[src/rtl/glitc_phase_shift_responder.sv]
// Phase-shift responder for the GLITC clocking block.
// Accepts one-cycle phase-shift strobes, waits a fixed latency, then steps a
// wrapping phase index by one position and reports completion with a pulse.
// Requests that arrive while a shift is in flight are dropped and latched as
// a sticky protocol error.

module glitc_phase_shift_responder #(
    parameter int PS_LATENCY       = 12,
    parameter int STEPS_PER_PERIOD = 224
) (
    input  logic       clk_i,
    input  logic       rst_n_i,
    input  logic       ps_en_i,
    input  logic       ps_increment_ndecrement_i,
    output logic       ps_done_o,
    output logic       busy_o,
    output logic [7:0] phase_o,
    output logic       wrapped_o,
    output logic       protocol_error_o,
    input  logic       clear_error_i
);

    // Counter load value: the counter is loaded on the accepting edge and the
    // DONE transition happens on the edge after it reaches zero, which puts
    // ps_done_o exactly PS_LATENCY edges after the accepting edge.
    localparam logic [7:0] LAT_LOAD  = 8'(PS_LATENCY - 1);
    localparam logic [7:0] PHASE_MAX = 8'(STEPS_PER_PERIOD - 1);

    typedef enum logic [1:0] {
        IDLE     = 2'd0,
        SHIFTING = 2'd1,
        DONE     = 2'd2
    } state_t;

    state_t     state_r;
    logic [7:0] lat_cnt_r;
    logic       dir_inc_r;
    logic [7:0] phase_r;
    logic       done_r;
    logic       busy_r;
    logic       wrapped_r;
    logic       err_r;

    // Shift sequencer: accept, count down the latency, then step the phase.
    always_ff @(posedge clk_i) begin
        if (!rst_n_i) begin
            state_r   <= IDLE;
            lat_cnt_r <= 8'd0;
            dir_inc_r <= 1'b0;
            phase_r   <= 8'd0;
            done_r    <= 1'b0;
            busy_r    <= 1'b0;
            wrapped_r <= 1'b0;
        end else begin
            done_r    <= 1'b0;
            wrapped_r <= 1'b0;
            case (state_r)
                IDLE: begin
                    if (ps_en_i) begin
                        dir_inc_r <= ps_increment_ndecrement_i;
                        lat_cnt_r <= LAT_LOAD;
                        busy_r    <= 1'b1;
                        state_r   <= SHIFTING;
                    end else begin
                        busy_r    <= 1'b0;
                    end
                end
                SHIFTING: begin
                    if (lat_cnt_r == 8'd0) begin
                        // Phase moves in the same cycle the done pulse is shown.
                        done_r  <= 1'b1;
                        state_r <= DONE;
                        if (dir_inc_r) begin
                            if (phase_r == PHASE_MAX) begin
                                phase_r   <= 8'd0;
                                wrapped_r <= 1'b1;
                            end else begin
                                phase_r   <= phase_r + 8'd1;
                            end
                        end else begin
                            if (phase_r == 8'd0) begin
                                phase_r   <= PHASE_MAX;
                                wrapped_r <= 1'b1;
                            end else begin
                                phase_r   <= phase_r - 8'd1;
                            end
                        end
                    end else begin
                        lat_cnt_r <= lat_cnt_r - 8'd1;
                    end
                end
                DONE: begin
                    busy_r  <= 1'b0;
                    state_r <= IDLE;
                end
                default: begin
                    busy_r    <= 1'b0;
                    lat_cnt_r <= 8'd0;
                    state_r   <= IDLE;
                end
            endcase
        end
    end

    // Sticky protocol error: a strobe outside IDLE sets it; setting beats clearing.
    always_ff @(posedge clk_i) begin
        if (!rst_n_i) begin
            err_r <= 1'b0;
        end else if (ps_en_i && (state_r != IDLE)) begin
            err_r <= 1'b1;
        end else if (clear_error_i) begin
            err_r <= 1'b0;
        end else begin
            err_r <= err_r;
        end
    end

    assign ps_done_o        = done_r;
    assign busy_o           = busy_r;
    assign phase_o          = phase_r;
    assign wrapped_o        = wrapped_r;
    assign protocol_error_o = err_r;

endmodule

[config.mk]
export PLATFORM = sky130hd
export DESIGN_NAME = glitc_phase_shift_responder
export DESIGN_NICKNAME = d
export VERILOG_FILES = /design/src/rtl/glitc_phase_shift_responder.sv
export SDC_FILE = /design/constraint.sdc
export NUM_CORES = 1
export LEC_CHECK = 0
export CORE_MARGIN = 2
export CORE_UTILIZATION = 48
export CTS_BUF_LIST = sky130_fd_sc_hd__clkbuf_16
export CTS_CLUSTER_SIZE = 20
export DETAILED_ROUTE_END_ITERATION = 10
export PLACE_DENSITY = 0.7
export SETUP_SLACK_MARGIN = 0.15
export SKIP_LAST_GASP = 1
export SLEW_MARGIN = 20
export SYNTH_ARGS = -nofsm -noshare
export SYNTH_HDL_FRONTEND = slang
export SYNTH_SLANG_ARGS = --single-unit
export TNS_END_PERCENT = 1
[constraint.sdc]
create_clock -name clk_i -period 2.06 [get_ports clk_i]
set_input_delay 0.412 -clock clk_i [delete_from_list [all_inputs] [get_ports clk_i]]
set_output_delay 0.412 -clock clk_i [all_outputs]
set_load 0.01 [all_outputs]
# After elaboration in Yosys (flattened, before gate mapping)
# Index checks and enable logic that the tools add are counted.
[word_totals]
register_bits = 23
input_bits = 5
[op_classes]
n_addsub = 3
n_eq_ne = 6
mux = 17
n_bitwise = 1
n_reduce_logical = 12
[op_table]
columns = ["operator", "n"]
rows = [
  ["$mux 8", 5],
  ["$pmux 8 s3", 1],
  ["$logic_not 8->1", 2],
  ["$sub 8x1->8 const B", 2],
  ["$add 8x1->8 const B", 1],
  ["$eq 8x8->1 const B", 1],
  ["$reduce_and 2->1", 4],
  ["$mux 1", 7],
  ["$ne 2x2->1 const B", 3],
  ["$reduce_and 3->1", 2],
  ["$mux 2", 2],
  ["$pmux 2 s2", 1],
  ["$reduce_bool 2->1", 2],
  ["$eq 2x1->1 const B", 1],
  ["$eq 2x2->1 const B", 1],
  ["$logic_not 2->1", 1],
  ["$pmux 1 s2", 1],
  ["$logic_and 1x1->1", 1],
  ["$not 1->1", 1],
]

# Logic depth before layout (Yosys ltp)
# Gate-level depths: netlist of the first run.
[depth]
ltp_word = 3
ltp_mapped = 7

# Worst setup path before layout of the first run
# Ideal clock, no wire load.
[synth_timing]
path_kind = "register to register"
start = "reg lat_cnt_r[3]"
end = "reg phase_r[7], in the netlist phase_o[7]"
setup_time_ps = 126
arrival_time_ps = 1576
t_required_ps = 1934
setup_slack_ps = 358
path_stages_with_launch = 6
path_buffers = 1
period_less_slack_ps = 1702
cell_sequence = "dfxtp_1 or4_4 nand4bb_4 buf_6 nor4_2 a21oi_1"
[synth_via]
elab_chain_len = 2
[synth_lines]
columns = ["element", "line_no", "rtl"]
rows = [
  ["start, declared", "36", "logic [7:0] lat_cnt_r;"],
  ["start signal, assigned", "89", "lat_cnt_r <= lat_cnt_r - 8'd1;"],
  ["$logic_not 8->1", "69", "if (lat_cnt_r == 8'd0) begin"],
  ["$reduce_and 2->1 (no source line)", "n/a", ""],
  ["end signal, assigned", "78", "phase_r <= phase_r + 8'd1;"],
  ["end signal, assigned", "85", "phase_r <= phase_r - 8'd1;"],
  ["end, declared", "38", "logic [7:0] phase_r;"],
]
# Every way passes these cells.
# A chain may end at the register's enable or synchronous reset.

# Worst setup path after layout of the first run
[layout_timing]
start = "reg phase_r[4], in the netlist phase_o[4]"
end = "out phase_o[4]"
[layout_lines]
columns = ["element", "line_no", "rtl"]
rows = [
  ["end, declared", "17", "output logic [7:0] phase_o,"],
]
# No word-level cell between the ends.

==> key figures, run 1 <==
Synth
  • Summed instance area of the synthesized netlist: 0.00153 sq mm
  • Sequential element share of the synthesized area: 30.1%
  • Total nets after synthesis: 199
  • Count of flip-flops with a built-in enable after synthesis: 0
  • Average cell area after synthesis: 8.10 sq um
  • Commonest register cell after synthesis: sky130_fd_sc_hd__dfxtp_1
  • Share of flip-flops with an asynchronous set or reset: 0%
  • Synth Register Bits: 23
  • Synthesized instance count: 189
  • Total number of yosys warnings: 0
  • Count of unique library cells instantiated by Yosys: 51

Timing
  • Final number of hold-violating endpoints: 0
  • Transition time at the pin with the least slew margin: 0.579 ns
  • Max-slew violation count: 0
  • Minimum period implied by the final worst setup slack: 1.86 ns
  • Total of endpoints with negative setup slack in the final report: 0
  • Total negative slack: 0 ns
  • Slew margin rel.: 60.9%
  • Setup repair after global routing missed its margin: yes
  • Share of the clock period used by the worst path: 90.2%
  • PnR worst setup slack: 0.203 ns
  • FMAX: 0.538 GHz
  • Max Clock Skew: 0.00126 ns

Die
  • Die height: 60.5 um
  • Initial core utilization: 50.2%
  • Die Span X: 60.5 um
  • I/O pin count: 17
  • Placeable Area: 0.00305 sq mm
  • Die footprint: 0.00366 sq mm
  • Placement Rows: 20

Clock network
  • Maximum level of the CTS H-tree: 1
  • Post-CTS Setup Repair Bufs: 0
  • CTS Buf Count: 3
  • Clock Root Buffer: sky130_fd_sc_hd__clkbuf_16
  • Clock insertion delay at the later pin of the skew report: 0.26 ns
  • Clock net sink count: 23
  • Maximum root-to-sink buffer count: 2
  • Clock tree from TritonCTS: done
  • Register clock-pin slew on the reported worst setup and hold paths: 0.06 ns

Pwr
  • Total net switching power: 925 uW
  • Relative contribution of sequential cells to total power: 31.9%
  • Clock group share of total power: 19.1%
  • Leakage dissipation: 0.698 nW
  • Worst VDD drop: 0.550 mV
  • Internal power contribution: 1.35 mW
  • Switching share of power: 40.7%
  • Combinational fraction of design power: 49.0%
  • Power density over the cells: 1210 mW/mm^2

Cells and area
  • Register cell area after layout: 460 sq um
  • Post-layout instance count excluding filler cells: 253
  • Number of fillers in the final layout: 286
  • Area overhead of the layout relative to synthesis: 22.5%
  • # nets final: 220
  • Most frequent standard cell in the layout excluding fill and tap cells: sky130_fd_sc_hd__dfxtp_1
  • Area of the multi-input gates: 987 sq um
  • Post-layout instance area: 0.00188 sq mm
  • Count of inserted antenna diode cells: 0
  • Top library cells by usage in the layout, fill and taps aside: sky130_fd_sc_hd__dfxtp_1 (23), sky130_fd_sc_hd__nand2_1 (16), sky130_fd_sc_hd__clkdlybuf4s50_1 (16)
  • Fraction of the core area covered by cells at the end of the flow: 61.5%
  • Share of cells above drive strength 1: 14.8%

GRT
  • Number of antenna violations at the first check in global routing: 0
  • GRT Resource Usage Total: 22.4%
  • Overflow left after global routing: 0
  • Number of global-route vias before repair: 1347
  • Largest net degree at the start of global routing: 16
  • First-pass GRT wire length: 6280 um

Placed design
  • Number of cells in the design after placement: 249
  • HPWL reported at the end of detailed placement: 2850 um
  • Total of buffers placed on input and output ports: 16
  • Weighted congestion reported at the end of routability-driven placement: 0.939
  • Worst setup slack before clock tree synthesis: 0.0316 ns
  • Placed Area: 0.00178 sq mm

Setup path
  • Kind of critical path: reg -> out
  • Slowest library cell on the worst path: sky130_fd_sc_hd__clkdlybuf4s50_1
  • Worst setup EP type: output pin
  • Critical path's largest stage delay: 0.62 ns
  • Setup slack on the worst flop-to-flop path: 0.22 ns
  • Launch instance of the worst register-to-register path: lat_cnt_r[3]$_SDFFE_PN0P_
  • Gate family responsible for the most delay along the worst path: buffers and inverters
  • Reg2Reg Depth: 4
  • Cells along the critical path: clkdlybuf4s50_1
  • Worst path bufs/invs: 1
  • Largest fanout on the critical path: 11
  • Arrival time worst endpoint: 1.45 ns
  • Reg2reg end: lat_cnt_r[3]$_SDFFE_PN0P_
  • Crit. Startpoint: phase_o[4]$_SDFFE_PN0P_
  • Critical path startpoint category: flip-flop
  • Required time reported for the critical path endpoint: 1.65 ns

Hold path
  • Hold path endpoint: protocol_error_o$_SDFFE_PN0P_
  • Path class of the lowest-slack min-delay path: reg -> reg
  • Number of cells on the worst hold path: 2
  • Worst hold start: protocol_error_o$_SDFFE_PN0P_

Detailed routing
  • Drt via density: 6.06
  • Number of detailed-routing iterations run before antenna repair: 4
  • Antenna Violating Nets Remaining: 0
  • Post-detailed-route wirelength per cell: 15.1 um
  • Initial DRC Count: 84
  • Vias: 1534
  • DRT Wirelength: 3810 um
  • Final routed DRC violation total: 0

Flow run
  • Max-Cap Viols: 0

Run status
  • Result of the run: finished clean
-- power by group through the flow --
stage                     Combinational (mW)  Sequential, mW  Clock, mW
final                                   1.11           0.725      0.435
after global routing                    1.21           0.742      0.463
after CTS                               1.09           0.717      0.441
after detailed placement                1.09           0.727          0
after global placement                  1.07           0.721          0
after floorplan                        0.789           0.677          0
-- routing by layer --
metal  part of all wire, %  GRT usage, %  wire length [um]
met5                     0             0                 0
met4                  0.76          6.52                29
met3                   7.7          3.62               295
met2                    44          32.5              1670
met1                    48          34.3              1820
-- logic make-up (layout without fill, tap and decap cells) --
logic type      count (synthesis)  in the layout  share of synthesized area (%)
xor+xnor                        2              2                           1.14
mux                             4              4                           2.61
buf+inv                        23             43                           6.29
compound gates                 53             53                           23.0
simple gates                   79             79                           32.8
flops                          23             23                           30.1
fa+ha+maj                       5              5                           4.08
-- through the flow --
stage	total power [mW]	hold slack [ns]
floorplan	1.47	0.469
CTS	2.25	0.484
global placement	1.79	0.464
finish	2.27	0.484
detailed placement	1.81	0.468
global route	2.42	0.512
-- final cells by class --
type | count | share of cell area (%)
clock buffer | 3 | 4.00
clock inverter | 1 | 0.400
timing repair buffer | 28 | 13.3
tap | 44 | 2.93
inverter | 11 | 2.20
multi-input combinational | 143 | 52.6
sequential | 23 | 24.5
-- synth_stat cells, types with 2 or more instances --
cell type	count	share of area, %
sky130_fd_sc_hd__dfxtp_1	23	30
sky130_fd_sc_hd__or2_2	2	0.82
sky130_fd_sc_hd__nor2_1	9	2.2
sky130_fd_sc_hd__nor3b_1	4	2.0
sky130_fd_sc_hd__nor2b_1	3	1.2
sky130_fd_sc_hd__o211ai_1	3	1.5
sky130_fd_sc_hd__xnor2_1	2	1.1
sky130_fd_sc_hd__o311a_1	2	1.3
sky130_fd_sc_hd__inv_1	8	2.0
sky130_fd_sc_hd__ha_1	5	4.1
sky130_fd_sc_hd__inv_2	3	0.74
sky130_fd_sc_hd__a211oi_1	2	0.98
sky130_fd_sc_hd__nor4b_1	2	1.1
sky130_fd_sc_hd__clkbuf_1	7	1.7
sky130_fd_sc_hd__mux2i_1	4	2.6
sky130_fd_sc_hd__nand4_1	4	1.6
sky130_fd_sc_hd__o21ai_0	7	2.3
sky130_fd_sc_hd__nor3_1	7	2.3
sky130_fd_sc_hd__and3_1	3	1.2
sky130_fd_sc_hd__buf_2	2	0.65
sky130_fd_sc_hd__nor4_1	4	1.6
sky130_fd_sc_hd__buf_1	2	0.49
sky130_fd_sc_hd__a32o_1	3	2.0
sky130_fd_sc_hd__a21oi_1	15	4.9
sky130_fd_sc_hd__nand2b_1	2	0.82
sky130_fd_sc_hd__nor4_2	2	1.6
sky130_fd_sc_hd__nand4b_1	2	1.1
sky130_fd_sc_hd__nand2_1	16	3.9
sky130_fd_sc_hd__nand3_1	6	2.0
sky130_fd_sc_hd__a31oi_1	3	1.2
sky130_fd_sc_hd__o21ai_1	6	2.0
sky130_fd_sc_hd__o31a_1	2	1.1
sky130_fd_sc_hd__or3_1	6	2.5
-- worst max-delay path by stage --
stage / slack [ns] / cells past startpoint / endpoint
after floorplan: 0.36 / 5 / phase_o[7]$_SDFFE_PN0P_
after global placement: 0.07 / 5 / lat_cnt_r[6]$_SDFFE_PN0P_
after detailed placement: 0.03 / 5 / lat_cnt_r[6]$_SDFFE_PN0P_
after CTS: 0.15 / 6 / phase_o[0]$_SDFFE_PN0P_
after global routing: 0.11 / 5 / phase_o[3]$_SDFFE_PN0P_
final: 0.20 / 1 / phase_o[4]
-- sequential cells by signal, summed over array words and instances, names as in the netlist --
| register | cells |
|---|---|
| lat_cnt_r | 8 |
| phase_o | 8 |
| state_r | 2 |
| busy_o | 1 |
| dir_inc_r | 1 |
| protocol_error_o | 1 |
| ps_done_o | 1 |
| wrapped_o | 1 |
-- what timing repair did --
action,4_1_cts,5_1_grt
resized for setup,0,3
hold buffers,0,0
setup endpoints to repair,0,6
(Power assumes the default switching activity.)
==> run 2: changes to the inputs <==
--- a/config.mk
+++ b/config.mk
@@ -5,11 +5,11 @@
 export SDC_FILE = /design/constraint.sdc
 export NUM_CORES = 1
 export LEC_CHECK = 0
-export CORE_MARGIN = 2
 export CORE_UTILIZATION = 48
 export CTS_BUF_LIST = sky130_fd_sc_hd__clkbuf_16
 export CTS_CLUSTER_SIZE = 20
 export DETAILED_ROUTE_END_ITERATION = 10
+export GPL_ROUTABILITY_DRIVEN = 0
 export PLACE_DENSITY = 0.7
 export SETUP_SLACK_MARGIN = 0.15
 export SKIP_LAST_GASP = 1
==> run 2 against run 1 <==
Clock skew is essentially flat. Utilization shrank 0.65 points. Worst setup slack worse by 0.066 ns. Die area decreased by 6.5%. Largest power group unchanged. Total power down 1.5%. Sequential share of layout area grew 0.67 points.
==> key figures, run 2 (same netlist as run 1, synthesis figures left out) <==
GRT
  • Met3 routing resource usage after global routing: 3.52%
  • GRT Resource Usage Total: 24.1%
  • Overflow left after global routing: 0
  • First-pass GRT wire length: 6320 um
  • Most crowded layer after global routing: met2
  • Global Route met2 Usage: 37.3%
  • Met1 layer usage reported by global route: 35.7%
  • Number of global-route vias before repair: 1328
  • Largest net degree at the start of global routing: 16
  • Number of antenna violations at the first check in global routing: 0

Detailed routing
  • Final routed DRC violation total: 0
  • DRT Wirelength: 3820 um
  • Number of detailed-routing iterations run before antenna repair: 4
  • Post-detailed-route wirelength per cell: 15.3 um
  • Antenna Violating Nets Remaining: 0
  • Vias: 1489
  • Initial DRC Count: 71
  • Drt via density: 5.98

Clock network
  • Post-CTS Setup Repair Bufs: 0
  • Clock insertion delay at the later pin of the skew report: 0.25 ns
  • Maximum level of the CTS H-tree: 1
  • Clock net sink count: 23
  • Clock Root Buffer: sky130_fd_sc_hd__clkbuf_16
  • CTS Buf Count: 3
  • Number of buffers added to fix hold violations after cts: 0
  • Register clock-pin slew on the reported worst setup and hold paths: 0.06 ns
  • Maximum root-to-sink buffer count: 2
  • Clock tree from TritonCTS: done

Timing
  • Total negative slack: 0 ns
  • PnR worst setup slack: 0.137 ns
  • Total of endpoints with negative setup slack in the final report: 0
  • Setup repair after global routing missed its margin: yes
  • Max Clock Skew: 0.00169 ns
  • Hold slack final: 0.480 ns
  • Share of the clock period used by the worst path: 93.3%
  • FMAX: 0.520 GHz
  • Max-slew violation count: 0
  • Slew margin rel.: 66.7%
  • Minimum period implied by the final worst setup slack: 1.92 ns
  • Final number of hold-violating endpoints: 0
  • Transition time at the pin with the least slew margin: 0.495 ns

Die
  • Initial core utilization: 50.6%
  • Die height: 58.5 um
  • I/O pin count: 17
  • Die Span X: 58.5 um
  • Placeable Area: 0.00303 sq mm
  • Placement Rows: 20
  • Die footprint: 0.00342 sq mm

Setup path
  • Worst setup EP type: output pin
  • Largest fanout on the critical path: 15
  • Cells along the critical path: clkdlybuf4s50_1
  • Worst path bufs/invs: 1
  • Kind of critical path: reg -> out
  • Arrival time worst endpoint: 1.51 ns
  • Gate family responsible for the most delay along the worst path: buffers and inverters
  • Critical path's largest stage delay: 0.63 ns
  • Required time reported for the critical path endpoint: 1.65 ns
  • Critical path startpoint category: flip-flop
  • Slowest library cell on the worst path: sky130_fd_sc_hd__clkdlybuf4s50_1

Flow run
  • Max-Cap Viols: 0

Pwr
  • Power density over the cells: 1210 mW/mm^2
  • Overall power of the completed layout: 2.24 mW
  • Leakage dissipation: 0.678 nW
  • Worst VDD drop: 0.611 mV

Cells and area
  • Most frequent standard cell in the layout excluding fill and tap cells: sky130_fd_sc_hd__dfxtp_1
  • Number of fillers in the final layout: 295
  • Register cell area after layout: 464 sq um
  • Post-layout instance count excluding filler cells: 249
  • Share of cells above drive strength 1: 14.1%
  • # nets final: 216
  • Area overhead of the layout relative to synthesis: 20.3%
  • Count of inserted antenna diode cells: 0
  • Area of the multi-input gates: 981 sq um
  • Fraction of the core area covered by cells at the end of the flow: 60.8%
  • Post-layout instance area: 0.00184 sq mm
  • Top library cells by usage in the layout, fill and taps aside: sky130_fd_sc_hd__dfxtp_1 (20), sky130_fd_sc_hd__nand2_1 (16), sky130_fd_sc_hd__clkdlybuf4s50_1 (16)

Placed design
  • Total of buffers placed on input and output ports: 16
  • Worst setup slack before clock tree synthesis: 0.0203 ns
  • HPWL reported at the end of detailed placement: 2730 um
  • Placed Area: 0.00175 sq mm
  • Number of cells in the design after placement: 245

Run status
  • Result of the run: finished clean

Hold path
  • Path class of the lowest-slack min-delay path: reg -> reg
[run 2: changes by cell type in the layout (fill, tap and decap cells not counted), sizes merged]
cell	before	now
clkinvlp	1	0
clkinv	0	1
buf	12	8
[run 2: what timing repair did]
action,CTS,global route
pin swaps,0,0
setup endpoints to repair,5,9
resized for setup,1,4
gates cloned,0,0
[run 2: worst paths after layout]
check                                     start                       endpoint  slack, ns  depth (start not counted)
hold / removal    protocol_error_o$_SDFFE_PN0P_  protocol_error_o$_SDFFE_PN0P_       0.48                          2
setup / recovery        phase_o[2]$_SDFFE_PN0P_                     phase_o[2]       0.14                          1
setup reg to reg      lat_cnt_r[3]$_SDFFE_PN0P_        phase_o[7]$_SDFFE_PN0P_       0.17                          4
hold reg to reg   protocol_error_o$_SDFFE_PN0P_  protocol_error_o$_SDFFE_PN0P_       0.48                          2
[run 2: worst register-to-register path: stages, from the launching register on]
cell and delay (ns):
sky130_fd_sc_hd__dfxtp_1 0.37, sky130_fd_sc_hd__or4_4 0.60, sky130_fd_sc_hd__nand4bb_4 0.33, sky130_fd_sc_hd__nor4_2 0.37, sky130_fd_sc_hd__a21oi_1 0.11
[run 2: where the power goes]
part / total (mW) / leakage [nW] / internal, mW / switching, mW
clock network: 0.426 / 0.0409 / 0.261 / 0.165
registers: 0.747 / 0.190 / 0.545 / 0.202
logic: 1.06 / 0.447 / 0.523 / 0.541
total: 2.24 / 0.678 / 1.33 / 0.908
[run 2: final cells by class]
class	instances	share of cell area [%]
multi-input combinational	143	53.3
timing repair buffer	24	12.0
sequential	23	25.2
tap	44	2.99
inverter	11	2.24
clock inverter	1	0.272
clock buffer	3	4.08
[run 2: routing by layer]
metal,vias to the layer above,share of wire (%)
li1,739,-
met1,705,50
met2,43,44
met3,2,5.3
met4,0,0.50
met5,-,0
==> run 3: changes to the inputs <==
--- a/config.mk
+++ b/config.mk
@@ -5,12 +5,12 @@
 export SDC_FILE = /design/constraint.sdc
 export NUM_CORES = 1
 export LEC_CHECK = 0
-export CORE_UTILIZATION = 48
+export CORE_UTILIZATION = 55
 export CTS_BUF_LIST = sky130_fd_sc_hd__clkbuf_16
 export CTS_CLUSTER_SIZE = 20
 export DETAILED_ROUTE_END_ITERATION = 10
 export GPL_ROUTABILITY_DRIVEN = 0
-export PLACE_DENSITY = 0.7
+export PLACE_DENSITY = 0.78
 export SETUP_SLACK_MARGIN = 0.15
 export SKIP_LAST_GASP = 1
 export SLEW_MARGIN = 20
==> run 3 against run 2 <==
Global-route usage rose by 5.6 points. Critical path depth did not move. First-iteration DRC count rose by 44%. Highest routed layer unchanged. Critical path type unchanged. Sequential share of layout area fell by 0.32 points. Die area fell by 12%. Register-to-register slack barely moved. Largest power group unchanged. Cell area rose by 0.48%.
==> key figures, run 3 (same netlist as run 1, synthesis figures left out) <==
Detailed routing
  • Initial DRC Count: 102
  • DRT Wirelength: 3940 um
  • Drt via density: 6.55
  • Post-detailed-route wirelength per cell: 16.5 um
  • Vias: 1565
  • Antenna Violating Nets Remaining: 0
  • Final routed DRC violation total: 0
  • Number of detailed-routing iterations run before antenna repair: 4

Die
  • Die height: 54.8 um
  • Die footprint: 0.00300 sq mm
  • Die Span X: 54.8 um
  • Placement Rows: 18
  • Placeable Area: 0.00254 sq mm
  • Initial core utilization: 60.2%
  • I/O pin count: 17

GRT
  • Number of global-route vias before repair: 1389
  • Number of antenna violations at the first check in global routing: 0
  • Largest net degree at the start of global routing: 23
  • First-pass GRT wire length: 6270 um
  • Overflow left after global routing: 0
  • GRT Resource Usage Total: 29.7%

Pwr
  • Total net switching power: 934 uW
  • Clock group share of total power: 18.6%
  • Leakage dissipation: 0.696 nW
  • Combinational fraction of design power: 50.3%
  • Switching share of power: 40.7%
  • Power density over the cells: 1240 mW/mm^2
  • Relative contribution of sequential cells to total power: 31.1%
  • Worst VDD drop: 0.970 mV
  • Internal power contribution: 1.36 mW
  • Overall power of the completed layout: 2.29 mW

Setup path
  • Largest fanout on the critical path: 15
  • Slowest library cell on the worst path: sky130_fd_sc_hd__dfxtp_1
  • Worst path bufs/invs: 1
  • Kind of critical path: reg -> out
  • Critical path's largest stage delay: 0.64 ns
  • Arrival time worst endpoint: 1.53 ns
  • Worst setup EP type: output pin
  • Cells along the critical path: clkdlybuf4s50_1
  • Required time reported for the critical path endpoint: 1.65 ns
  • Critical path startpoint category: flip-flop
  • Gate family responsible for the most delay along the worst path: flip-flops

Clock network
  • Maximum root-to-sink buffer count: 2
  • Clock Root Buffer: sky130_fd_sc_hd__clkbuf_16
  • Clock insertion delay at the later pin of the skew report: 0.26 ns
  • Maximum level of the CTS H-tree: 1
  • Register clock-pin slew on the reported worst setup and hold paths: 0.06 ns
  • CTS Buf Count: 3
  • Clock net sink count: 23
  • Clock tree from TritonCTS: done
  • Post-CTS Setup Repair Bufs: 0

Cells and area
  • # nets final: 220
  • Share of cells above drive strength 1: 14.4%
  • Number of fillers in the final layout: 196
  • Most frequent standard cell in the layout excluding fill and tap cells: sky130_fd_sc_hd__dfxtp_1
  • Area overhead of the layout relative to synthesis: 20.8%
  • Top library cells by usage in the layout, fill and taps aside: sky130_fd_sc_hd__dfxtp_1 (23), sky130_fd_sc_hd__nand2_1 (16), sky130_fd_sc_hd__clkdlybuf4s50_1 (16)
  • Count of inserted antenna diode cells: 0

Timing
  • Max Clock Skew: 0.00183 ns
  • Minimum period implied by the final worst setup slack: 1.95 ns
  • Transition time at the pin with the least slew margin: 0.717 ns
  • FMAX: 0.514 GHz
  • Final number of hold-violating endpoints: 0
  • Hold slack final: 0.501 ns
  • Total of endpoints with negative setup slack in the final report: 0
  • Setup repair after global routing missed its margin: yes
  • Max-slew violation count: 0
  • PnR worst setup slack: 0.114 ns
  • Total negative slack: 0 ns
  • Share of the clock period used by the worst path: 94.5%
  • Slew margin rel.: 52.1%

Hold path
  • Path class of the lowest-slack min-delay path: reg -> reg

Placed design
  • Total of buffers placed on input and output ports: 16
  • Worst setup slack before clock tree synthesis: 0.0227 ns
  • HPWL reported at the end of detailed placement: 2780 um

Flow run
  • Max-Cap Viols: 0

Run status
  • Result of the run: finished clean
run 3: area by class of cell:
type                            count  area [sq um]  area share, %
Clock buffer                        3          75.1           4.06
Clock inverter                      1          5.00          0.270
Inverter                           11          41.3           2.23
Sequential cell                    23           460           24.9
Timing Repair Buffer               28           250           13.5
Tap cell                           30          37.5           2.03
Multi-Input combinational cell    143           981           53.0
run 3: path summary, 6_finish.rpt:
kind	endpoint	cells after the start	from	slack (ns)
min reg2reg	protocol_error_o$_SDFFE_PN0P_	2	protocol_error_o$_SDFFE_PN0P_	0.50
max reg2reg	phase_o[0]$_SDFFE_PN0P_	6	lat_cnt_r[1]$_SDFFE_PN0P_	0.18
min	protocol_error_o$_SDFFE_PN0P_	2	protocol_error_o$_SDFFE_PN0P_	0.50
max	phase_o[5]	1	phase_o[5]$_SDFFE_PN0P_	0.11
run 3: power by group through the flow:
stage | Sequential (mW) | Combinational [mW] | Clock, mW
after floorplan | 0.677 | 0.789 | 0
after global placement | 0.705 | 1.07 | 0
after detailed placement | 0.714 | 1.10 | 0
after CTS | 0.704 | 1.13 | 0.431
after global routing | 0.727 | 1.24 | 0.452
final | 0.714 | 1.15 | 0.426
run 3: what timing repair did:
item,in CTS,in global routing
pin swaps,0,0
endpoints found under the setup margin,6,12
resized for setup,1,1
hold buffers,0,0
run 3: per-layer routing:
metal / wire, um / vias up / track usage (%) / share of wire [%]
met5: 0 / - / 0 / 0
met4: 82 / 0 / 16.2 / 2.1
met3: 289 / 11 / 5.00 / 7.3
met2: 1770 / 92 / 43.4 / 45
met1: 1790 / 709 / 40.8 / 45
li1: - / 753 / - / -
run 3: stage by stage:
stage	instances	util (%)	area (sq um)
after floorplan	189	-	1530
after global placement	235	69.3	1760
after detailed placement	235	69.3	1760
after CTS	239	72.5	1850
after global routing	239	72.7	1850
final	239	72.7	1850
run 3: worst register-to-register path: stages, from the launching register on:
cell,delay [ns]
sky130_fd_sc_hd__dfxtp_1,0.35
sky130_fd_sc_hd__inv_1,0.09
sky130_fd_sc_hd__ha_1,0.17
sky130_fd_sc_hd__nor4b_1,0.38
sky130_fd_sc_hd__and3_2,0.41
sky130_fd_sc_hd__nor2_1,0.08
sky130_fd_sc_hd__o31a_1,0.29
